`config.mk`:
```
export PLATFORM = sky130hd
export DESIGN_NAME = hex_keypad
export DESIGN_NICKNAME = d
export VERILOG_FILES = /design/src/rtl/hex_keypad.sv
export SDC_FILE = /design/constraint.sdc
export NUM_CORES = 1
export LEC_CHECK = 0
export BUFFER_PORTS_ARGS = -buffer_cell sky130_fd_sc_hd__buf_2
export CAP_MARGIN = 30
export CORE_MARGIN = 2
export CORE_UTILIZATION = 35
export CTS_CLUSTER_SIZE = 24
export DETAILED_ROUTE_END_ITERATION = 16
export GPL_ROUTABILITY_DRIVEN = 1
export PLACE_DENSITY = 0.54
export SYNTH_ARGS = -nofsm -noshare
export SYNTH_HDL_FRONTEND = slang
export SYNTH_SLANG_ARGS = --single-unit
```
`constraint.sdc`:
```
create_clock -name clk -period 4.35 [get_ports clk]
set_input_delay 0.87 -clock clk [delete_from_list [all_inputs] [get_ports clk]]
set_output_delay 0.87 -clock clk [all_outputs]
set_load 0.01 [all_outputs]
```
`src/rtl/hex_keypad.sv`:
```
// Scanned 4x4 hex keypad: synchronizes rows, debounces press/release, shifts codes into a 16-bit digit register.
// Latency: at most 4*SCAN_DIV + DEBOUNCE + 1 cycles after rs settles; no backpressure, key_valid is a one-cycle pulse.
module hex_keypad #(
   parameter int SCAN_DIV = 1000,
   parameter int DEBOUNCE = 20000
) (
   input  logic        clk,
   input  logic        rst,
   input  logic [3:0]  rows,
   input  logic        clear,
   output logic [3:0]  cols,
   output logic [3:0]  key,
   output logic        key_valid,
   output logic        key_held,
   output logic [15:0] data
);

   localparam int DW = $clog2(SCAN_DIV);
   localparam int CW = $clog2(DEBOUNCE);

   typedef enum logic [1:0] {
      ST_SCAN,
      ST_DEBOUNCE,
      ST_HELD,
      ST_RELEASE
   } state_t;

   state_t        r_state;
   logic [3:0]    r_sync1;
   logic [3:0]    r_sync2;
   logic [1:0]    r_col;
   logic [1:0]    r_row;
   logic [DW-1:0] r_div;
   logic [CW-1:0] r_cnt;
   logic [3:0]    r_cols;
   logic [3:0]    r_key;
   logic          r_key_valid;
   logic          r_key_held;
   logic [15:0]   r_data;

   logic          w_div_last;
   logic          w_cnt_last;
   logic          w_any_low;
   logic          w_row_low;
   logic [1:0]    w_first_row;
   logic [1:0]    w_col_next;
   logic [3:0]    w_cols_next;
   logic [3:0]    w_code;

   assign w_div_last  = (r_div == DW'(SCAN_DIV - 1));
   assign w_cnt_last  = (r_cnt == CW'(DEBOUNCE - 1));
   assign w_any_low   = (r_sync2 != 4'hF);
   assign w_row_low   = ~r_sync2[r_row];
   assign w_col_next  = r_col + 2'd1;
   assign w_cols_next = ~(4'b0001 << w_col_next);
   assign w_code      = {r_row, r_col};

   // Lowest-index active row wins when several keys share the column.
   always_comb begin
      w_first_row = 2'd3;
      if (!r_sync2[0])      w_first_row = 2'd0;
      else if (!r_sync2[1]) w_first_row = 2'd1;
      else if (!r_sync2[2]) w_first_row = 2'd2;
   end

   always_ff @(posedge clk) begin
      if (rst) begin
         r_sync1 <= 4'hF;
         r_sync2 <= 4'hF;
      end else begin
         r_sync1 <= rows;
         r_sync2 <= r_sync1;
      end
   end

   always_ff @(posedge clk) begin
      if (rst) begin
         r_state     <= ST_SCAN;
         r_col       <= 2'd0;
         r_row       <= 2'd0;
         r_cols      <= 4'b1110;
         r_div       <= '0;
         r_cnt       <= '0;
         r_key       <= 4'h0;
         r_key_valid <= 1'b0;
         r_key_held  <= 1'b0;
         r_data      <= 16'h0000;
      end else begin
         r_key_valid <= 1'b0;
         if (clear) r_data <= 16'h0000;

         case (r_state)
            ST_SCAN: begin
               if (w_div_last) begin
                  r_div <= '0;
                  if (w_any_low) begin
                     r_row   <= w_first_row;
                     r_cnt   <= '0;
                     r_state <= ST_DEBOUNCE;
                  end else begin
                     r_col  <= w_col_next;
                     r_cols <= w_cols_next;
                  end
               end else begin
                  r_div <= r_div + 1'b1;
               end
            end

            ST_DEBOUNCE: begin
               if (w_row_low) begin
                  if (w_cnt_last) begin
                     r_key       <= w_code;
                     r_key_valid <= 1'b1;
                     r_key_held  <= 1'b1;
                     r_state     <= ST_HELD;
                     if (!clear) r_data <= {r_data[11:0], w_code};
                  end else begin
                     r_cnt <= r_cnt + 1'b1;
                  end
               end else begin
                  r_state <= ST_SCAN;
                  r_div   <= '0;
                  r_col   <= w_col_next;
                  r_cols  <= w_cols_next;
               end
            end

            ST_HELD: begin
               if (!w_row_low) begin
                  r_state <= ST_RELEASE;
                  r_cnt   <= '0;
               end
            end

            ST_RELEASE: begin
               // A glitch back low resumes holding without a second accept.
               if (w_row_low) begin
                  r_state <= ST_HELD;
               end else if (w_cnt_last) begin
                  r_key_held <= 1'b0;
                  r_state    <= ST_SCAN;
                  r_div      <= '0;
                  r_col      <= w_col_next;
                  r_cols     <= w_cols_next;
               end else begin
                  r_cnt <= r_cnt + 1'b1;
               end
            end

            default: r_state <= ST_SCAN;
         endcase
      end
   end

   assign cols      = r_cols;
   assign key       = r_key;
   assign key_valid = r_key_valid;
   assign key_held  = r_key_held;
   assign data      = r_data;

endmodule

```
* After elaboration in Yosys (flattened, before gate mapping) *
Cells that the tools add are included.
W data, S select, Z words.

word-level totals
  memory bits (read-only) = 0
  memory bits (writable) = 0
  memories = 0
  register bits = 65
  word-level logic and storage cells = 96
  bits in latches = 0

cells by class
  shifts and indexed selects = 1
  div/mod/pow operators = 0
  multiply operators = 0
  order comparisons = 1
  equal/unequal tests = 17
  bitwise gates (word level) = 3
  muxes and demuxes = 48
  reduce and logical (&&, ||, !) cells = 11
  add/subtract/negate cells = 3

operators by type and width
  operator                 count
  $mux W15                 6
  $mux W16                 5
  $pmux W15 S4             1
  $mux W10                 4
  $pmux W10 S3             1
  $mux W2                  14
  $mux W4                  5
  $ne A2 B2 Y1 const B     9
  $add A15 B1 Y15 const B  1
  $eq A15 B15 Y1 const B   1
  $reduce_and A5 Y1        3
  $pmux W4 S3              1
  $add A10 B1 Y10 const B  1
  $eq A10 B10 Y1 const B   1
  $pmux W2 S4              1
  $mux W1                  7
  $ne A3 B3 Y1 const B     2
  $pmux W2 S3              1
  $reduce_and A3 Y1        2
  $reduce_and A6 Y1        1
  $eq A2 B2 Y1 const B     2
  $ne A4 B4 Y1 const B     1
  $not A4 Y4               1
  $reduce_and A4 Y1        1
  other kinds (11)         12

* Longest topological paths before layout *
  depth in word-level cells = 6
  depth in mapped cells = 9
  depth with buffers taken out = 7

* Worst setup path after synthesis *
Ideal clock, no wire load.

  kind = register to register
  start point = register r_cnt[0]
  end point = register r_div[8]
  clock period less this slack = 2.060 ns
  library setup time = 0.068 ns
  arrival = 1.992 ns
  buffers on the path = 1
  cell stages (with the launch flop) = 9
  data required time = 4.282 ns
  slack = 2.290 ns
  cells stage by stage = dfxtp_1 -> ha_1 -> and4_1 -> buf_2 -> nand4_4 -> a21oi_4 -> nand2_2 -> or4_4 -> a21oi_2

between the ends
  cells in the longest elaborated chain, start to end = 3

RTL lines
  element                      RTL line  text
  start, declared              34        logic [CW-1:0] r_cnt;
  start signal, assigned       118       r_cnt <= r_cnt + 1'b1;
  start signal, assigned       146       r_cnt <= r_cnt + 1'b1;
  $eq A15 B15 Y1               51        assign w_cnt_last = (r_cnt == CW'(DEBOUNCE - 1));
  $ne A2 B2 Y1 (no line)       n/a
  $reduce_and A4 Y1 (no line)  n/a
  end signal, assigned         105       r_div <= r_div + 1'b1;
  end, declared                33        logic [DW-1:0] r_div;

Every way passes these cells.
A chain may end at the register's enable or synchronous reset.

* Worst setup path in the final report *
  start point = register r_row[0]
  end point = register r_cnt[11]

between the ends
  cells in the longest elaborated chain, start to end = 4
  elaborated cells between the ends (all ways) = 6

RTL lines
  element                            RTL line  text
  start, declared                    32        logic [1:0] r_row;
  start signal, assigned             97        r_row <= w_first_row;
  $bmux W1 S2 (*)                    53        assign w_row_low = ~r_sync2[r_row];
  $mux W1 (not written as such) (*)  53
  $ne A2 B2 Y1 (no line)             n/a
  $reduce_and A5 Y1 (no line) (*)    n/a

Mark *: on every way between the ends. The rest lies on a longest branch, timed or not. The select of a mux whose other input is x is not followed.

==> out/qor.log <==
qor: power.p_leak 1.17 nW
qor: global_route.grt_first_pass_wirelength 9450 µm
qor: timing.hold_viol_final 0
qor: timing.finalMaxSlewViolations 0
qor: yosys.synth_top_family_by_area simple AND/OR/NAND/NOR gates
qor: clock_network.postCtsSetupBuffers 0
qor: power.switchingPower 0.000247 W
qor: die.placeableCoreArea 7690 µm²
qor: setup_path.setup.worst_path.start_class flop
qor: yosys.synth.avg_cell_area 8.73 µm²
qor: yosys.postSynthRegisterBits 65
qor: yosys.synth_compound_area_share 14.0%
qor: timing.setup_total_negative_slack 0 ns
qor: setup_path.crit_slowest_cell sky130_fd_sc_hd__mux4_2
qor: clock_network.cts_hold_repair.buffers 0
qor: timing.final-setup-viol-count 0
qor: timing.worst_slew_pin_slew 0.793 ns
qor: final_layout.layout.cell_area.non_filler 3180 µm²
qor: yosys.yosys-top-cells-area sky130_fd_sc_hd__dfxtp_1, sky130_fd_sc_hd__nand2_1, sky130_fd_sc_hd__a21oi_1, sky130_fd_sc_hd__xnor2_1, sky130_fd_sc_hd__nor2_1
qor: final_layout.final_layout_size_suffix_gt1_share 19.4%
qor: die.rows 32
qor: setup_path.path_cells mux4_2 -> xnor2_1 -> nand3_1 -> a21oi_2 -> a31o_2 -> a21oi_1
qor: power.p_int 0.000888 W
qor: placed_design.post-dp-hpwl 3630 µm
qor: route.drt-initial-drc-count 98
qor: yosys.synth_sequential_area_ratio 47.1%
qor: final_layout.utilization 41.4%
qor: clock_network.cts.reportedPaths.clkPinSlew 0.07 ns
qor: global_route.grt.met2_usage 21.0%
qor: yosys.synth_edf_count 0
qor: global_route.gr-usage-met3 4.96%
qor: timing.timing.max_slew.rel_slack 46.7%
qor: route.route.detailed.vias_per_inst 4.80
qor: die.design.die.area 8610 µm²
qor: placed_design.placement.io_buffers 32
qor: die.dieHeight 92.8 µm
qor: run_status.outcome finished, final reports clean
qor: final_layout.number_of_antenna_diodes 0
qor: timing.max_freq 419 MHz
qor: route.drc 0
qor: final_layout.layout.cells.most_common sky130_fd_sc_hd__dfxtp_1
qor: die.start_util 35.9%
qor: die.floorplan.die.width 92.8 µm
qor: setup_path.cp_max_fo 14
qor: power.vdd_drop_max 0.167 mV
qor: route.wl 5310 µm
qor: global_route.grt_busiest_layer met2
qor: power.power-per-cell-area 357 nW/µm²
qor: setup_path.timing.critical_path.slowest_cell_delay 0.65 ns
qor: yosys.synthesis.instances 316
qor: yosys.ys.flop_type sky130_fd_sc_hd__dfxtp_1
qor: worst_hold_path.timing.hold.worst.class flop to flop
qor: timing.post-route-period-util 54.9%
qor: global_route.grt_pass1_vias 2043
qor: placed_design.globalplace.congestion 0.801
qor: clock_network.cts-root-buf sky130_fd_sc_hd__clkbuf_8
qor: final_layout.fillers 818
qor: final_layout.commonest_cells_after_routing_fill_and_taps_aside sky130_fd_sc_hd__dfxtp_1, sky130_fd_sc_hd__nand2_1, sky130_fd_sc_hd__a21oi_1
qor: setup_path.cp.required 4.56 ns
qor: final_layout.fin_nets 358
qor: setup_path.setup.worst_path.class flop to flop
qor: yosys.ys.warnings.count 0
qor: timing.fin_skew 0.00842 ns
qor: power.swShare 21.8%
qor: die.pin_count 33
qor: run.max-cap-violations 0
qor: placed_design.place.detailed.instances 436
qor: yosys.synthMuxAreaShare 1.54%
qor: global_route.grt_use_total 13.7%
qor: clock_network.clkSinkCount 65
qor: global_route.met1_usage 17.8%
qor: yosys.synth_top_area_share 47.1%
qor: yosys.synth_cell_type_count 41
qor: timing.rsz0062_at_grt no
qor: clock_network.gates_resized_cts_repair 0
qor: yosys.synth_simple_gate_area_share 24.6%
qor: route.final_antenna_net_count 0
qor: power.power.sequential.fraction 53.2%
qor: route.detailroute.via_count 2168
qor: yosys.synthAdderAreaFrac 2.72%
qor: yosys.synthesis.nets 329
qor: route.post_drt_wl_per_cell 11.7 µm
qor: yosys.synth_largest_area_cell sky130_fd_sc_hd__dfxtp_1
qor: global_route.largest_net_degree_at_the_start_of_global_routing 26
qor: clock_network.cts-buffers-inserted 9
qor: route.drt_pass1_iterations 6
qor: yosys.xor_xnor_fraction_of_synth_area 6.35%
qor: setup_path.ff2ff_setup_slack 1.96 ns
qor: yosys.syn-cell-area 2760 µm²
qor: placed_design.area_after_dpl 2980 µm²
qor: timing.timing.final.crit_period 2.39 ns
qor: power.part_of_the_total_power_dissipated_in_combinational_logic 2.2%
qor: final_layout.flow.area_growth_from_synthesis 15.2%
qor: clock_network.clk-insertion-delay-late 0.34 ns
qor: final_layout.post_layout_nonfiller_instances 452
qor: clock_network.htree_levels 3
qor: power.p_clk_share 44.5%
qor: setup_path.worst_setup_path_end_kind flop
qor: global_route.grt_overflow_total 0
qor: global_route.grt_antenna_before_repair 0
qor: clock_network.cts_tree yes
qor: clock_network.maximum_buffer_depth_of_the_clock_tree 2
qor: setup_path.crit_path_dat 2.60 ns
qor: yosys.asyncSetResetFlopFracSynth 0%
==> stage by stage <==
stage          power [W]  worst slack, ns  hold WS, ns
2_1_floorplan   0.000636             2.29        0.389
3_3_place_gp    0.000644             1.99        0.394
3_5_place_dp    0.000644             1.96        0.392
4_1_cts          0.00115             1.96        0.414
5_1_grt          0.00119             1.67        0.422
6_report         0.00114             1.96        0.412
==> synthesized netlist by cell type, types with 4 or more instances <==
library cell / number
sky130_fd_sc_hd__dfxtp_1: 65
sky130_fd_sc_hd__o21ai_0: 7
sky130_fd_sc_hd__nand4_1: 10
sky130_fd_sc_hd__nand2_1: 53
sky130_fd_sc_hd__nand3_1: 10
sky130_fd_sc_hd__xnor2_1: 15
sky130_fd_sc_hd__and2_1: 4
sky130_fd_sc_hd__a21oi_1: 39
sky130_fd_sc_hd__xor2_1: 5
sky130_fd_sc_hd__and3_1: 6
sky130_fd_sc_hd__ha_1: 6
sky130_fd_sc_hd__or2_2: 9
sky130_fd_sc_hd__nor2_1: 32
sky130_fd_sc_hd__buf_2: 4
sky130_fd_sc_hd__a211oi_1: 4
sky130_fd_sc_hd__clkbuf_1: 7
sky130_fd_sc_hd__inv_1: 10
==> power by group through the flow <==
stage | clock network [W] | registers (W) | logic [W]
global placement | 0 | 0.000618 | 0.0000260
detailed placement | 0 | 0.000618 | 0.0000258
floorplan | 0 | 0.000617 | 0.0000187
CTS | 0.000525 | 0.000604 | 0.0000259
global route | 0.000553 | 0.000605 | 0.0000294
finish | 0.000506 | 0.000604 | 0.0000253
==> cell type report <==
cell class,instances,area [µm²],share of cell area (%)
Tap cell,102,128,4.01
Timing Repair Buffer,32,160,5.04
Clock buffer,11,141,4.45
Sequential cell,65,1300,40.9
Clock inverter,5,55.1,1.73
Multi-Input combinational cell,227,1360,42.7
Inverter,10,37.5,1.18
==> cell families (layout without fill, tap and decap cells) <==
logic type                 after synthesis  after routing
and+or+nand+nor                        135            135
DFF                                     65             65
AOI/OAI and AO/OA                       63             63
buffers and inverters                   24             58
xor gates and xnor gates                20             20
adders and majority gates                6              6
muxes                                    3              3
==> layer usage <==
| metal | wire [µm] | part of all wire [%] |
|---|---|---|
| met3 | 224 | 4.2 |
| met5 | 0 | 0 |
| met2 | 2390 | 45 |
| met4 | 39 | 0.73 |
| met1 | 2650 | 50 |
==> flip-flops by register name, summed over array words and instances (netlist names), 4 cells and up, named ones only <==
register,flops
r_div,10
data,16
key,4
r_cnt,15
r_sync1,4
cols,4
r_sync2,4
==> critical path, delay by kind of cell (launching register included) <==
kind / cells / cell delay, ns
flops: 1 / 0.39
mux: 1 / 0.65
xor+xnor: 1 / 0.17
simple gates: 1 / 0.40
compound gates: 3 / 0.65
==> path summary, 6_finish.rpt <==
check	from	end	cells after the start
min reg2reg	r_sync1[0]$_SDFF_PP1_	r_sync2[0]$_SDFF_PP1_	1
max reg2reg	r_row[0]$_SDFFE_PP0P_	r_cnt[11]$_SDFFE_PP0P_	6
max	r_row[0]$_SDFFE_PP0P_	r_cnt[11]$_SDFFE_PP0P_	6
min	r_sync1[0]$_SDFF_PP1_	r_sync2[0]$_SDFF_PP1_	1
No activity file was read; power rests on OpenSTA's default activity.
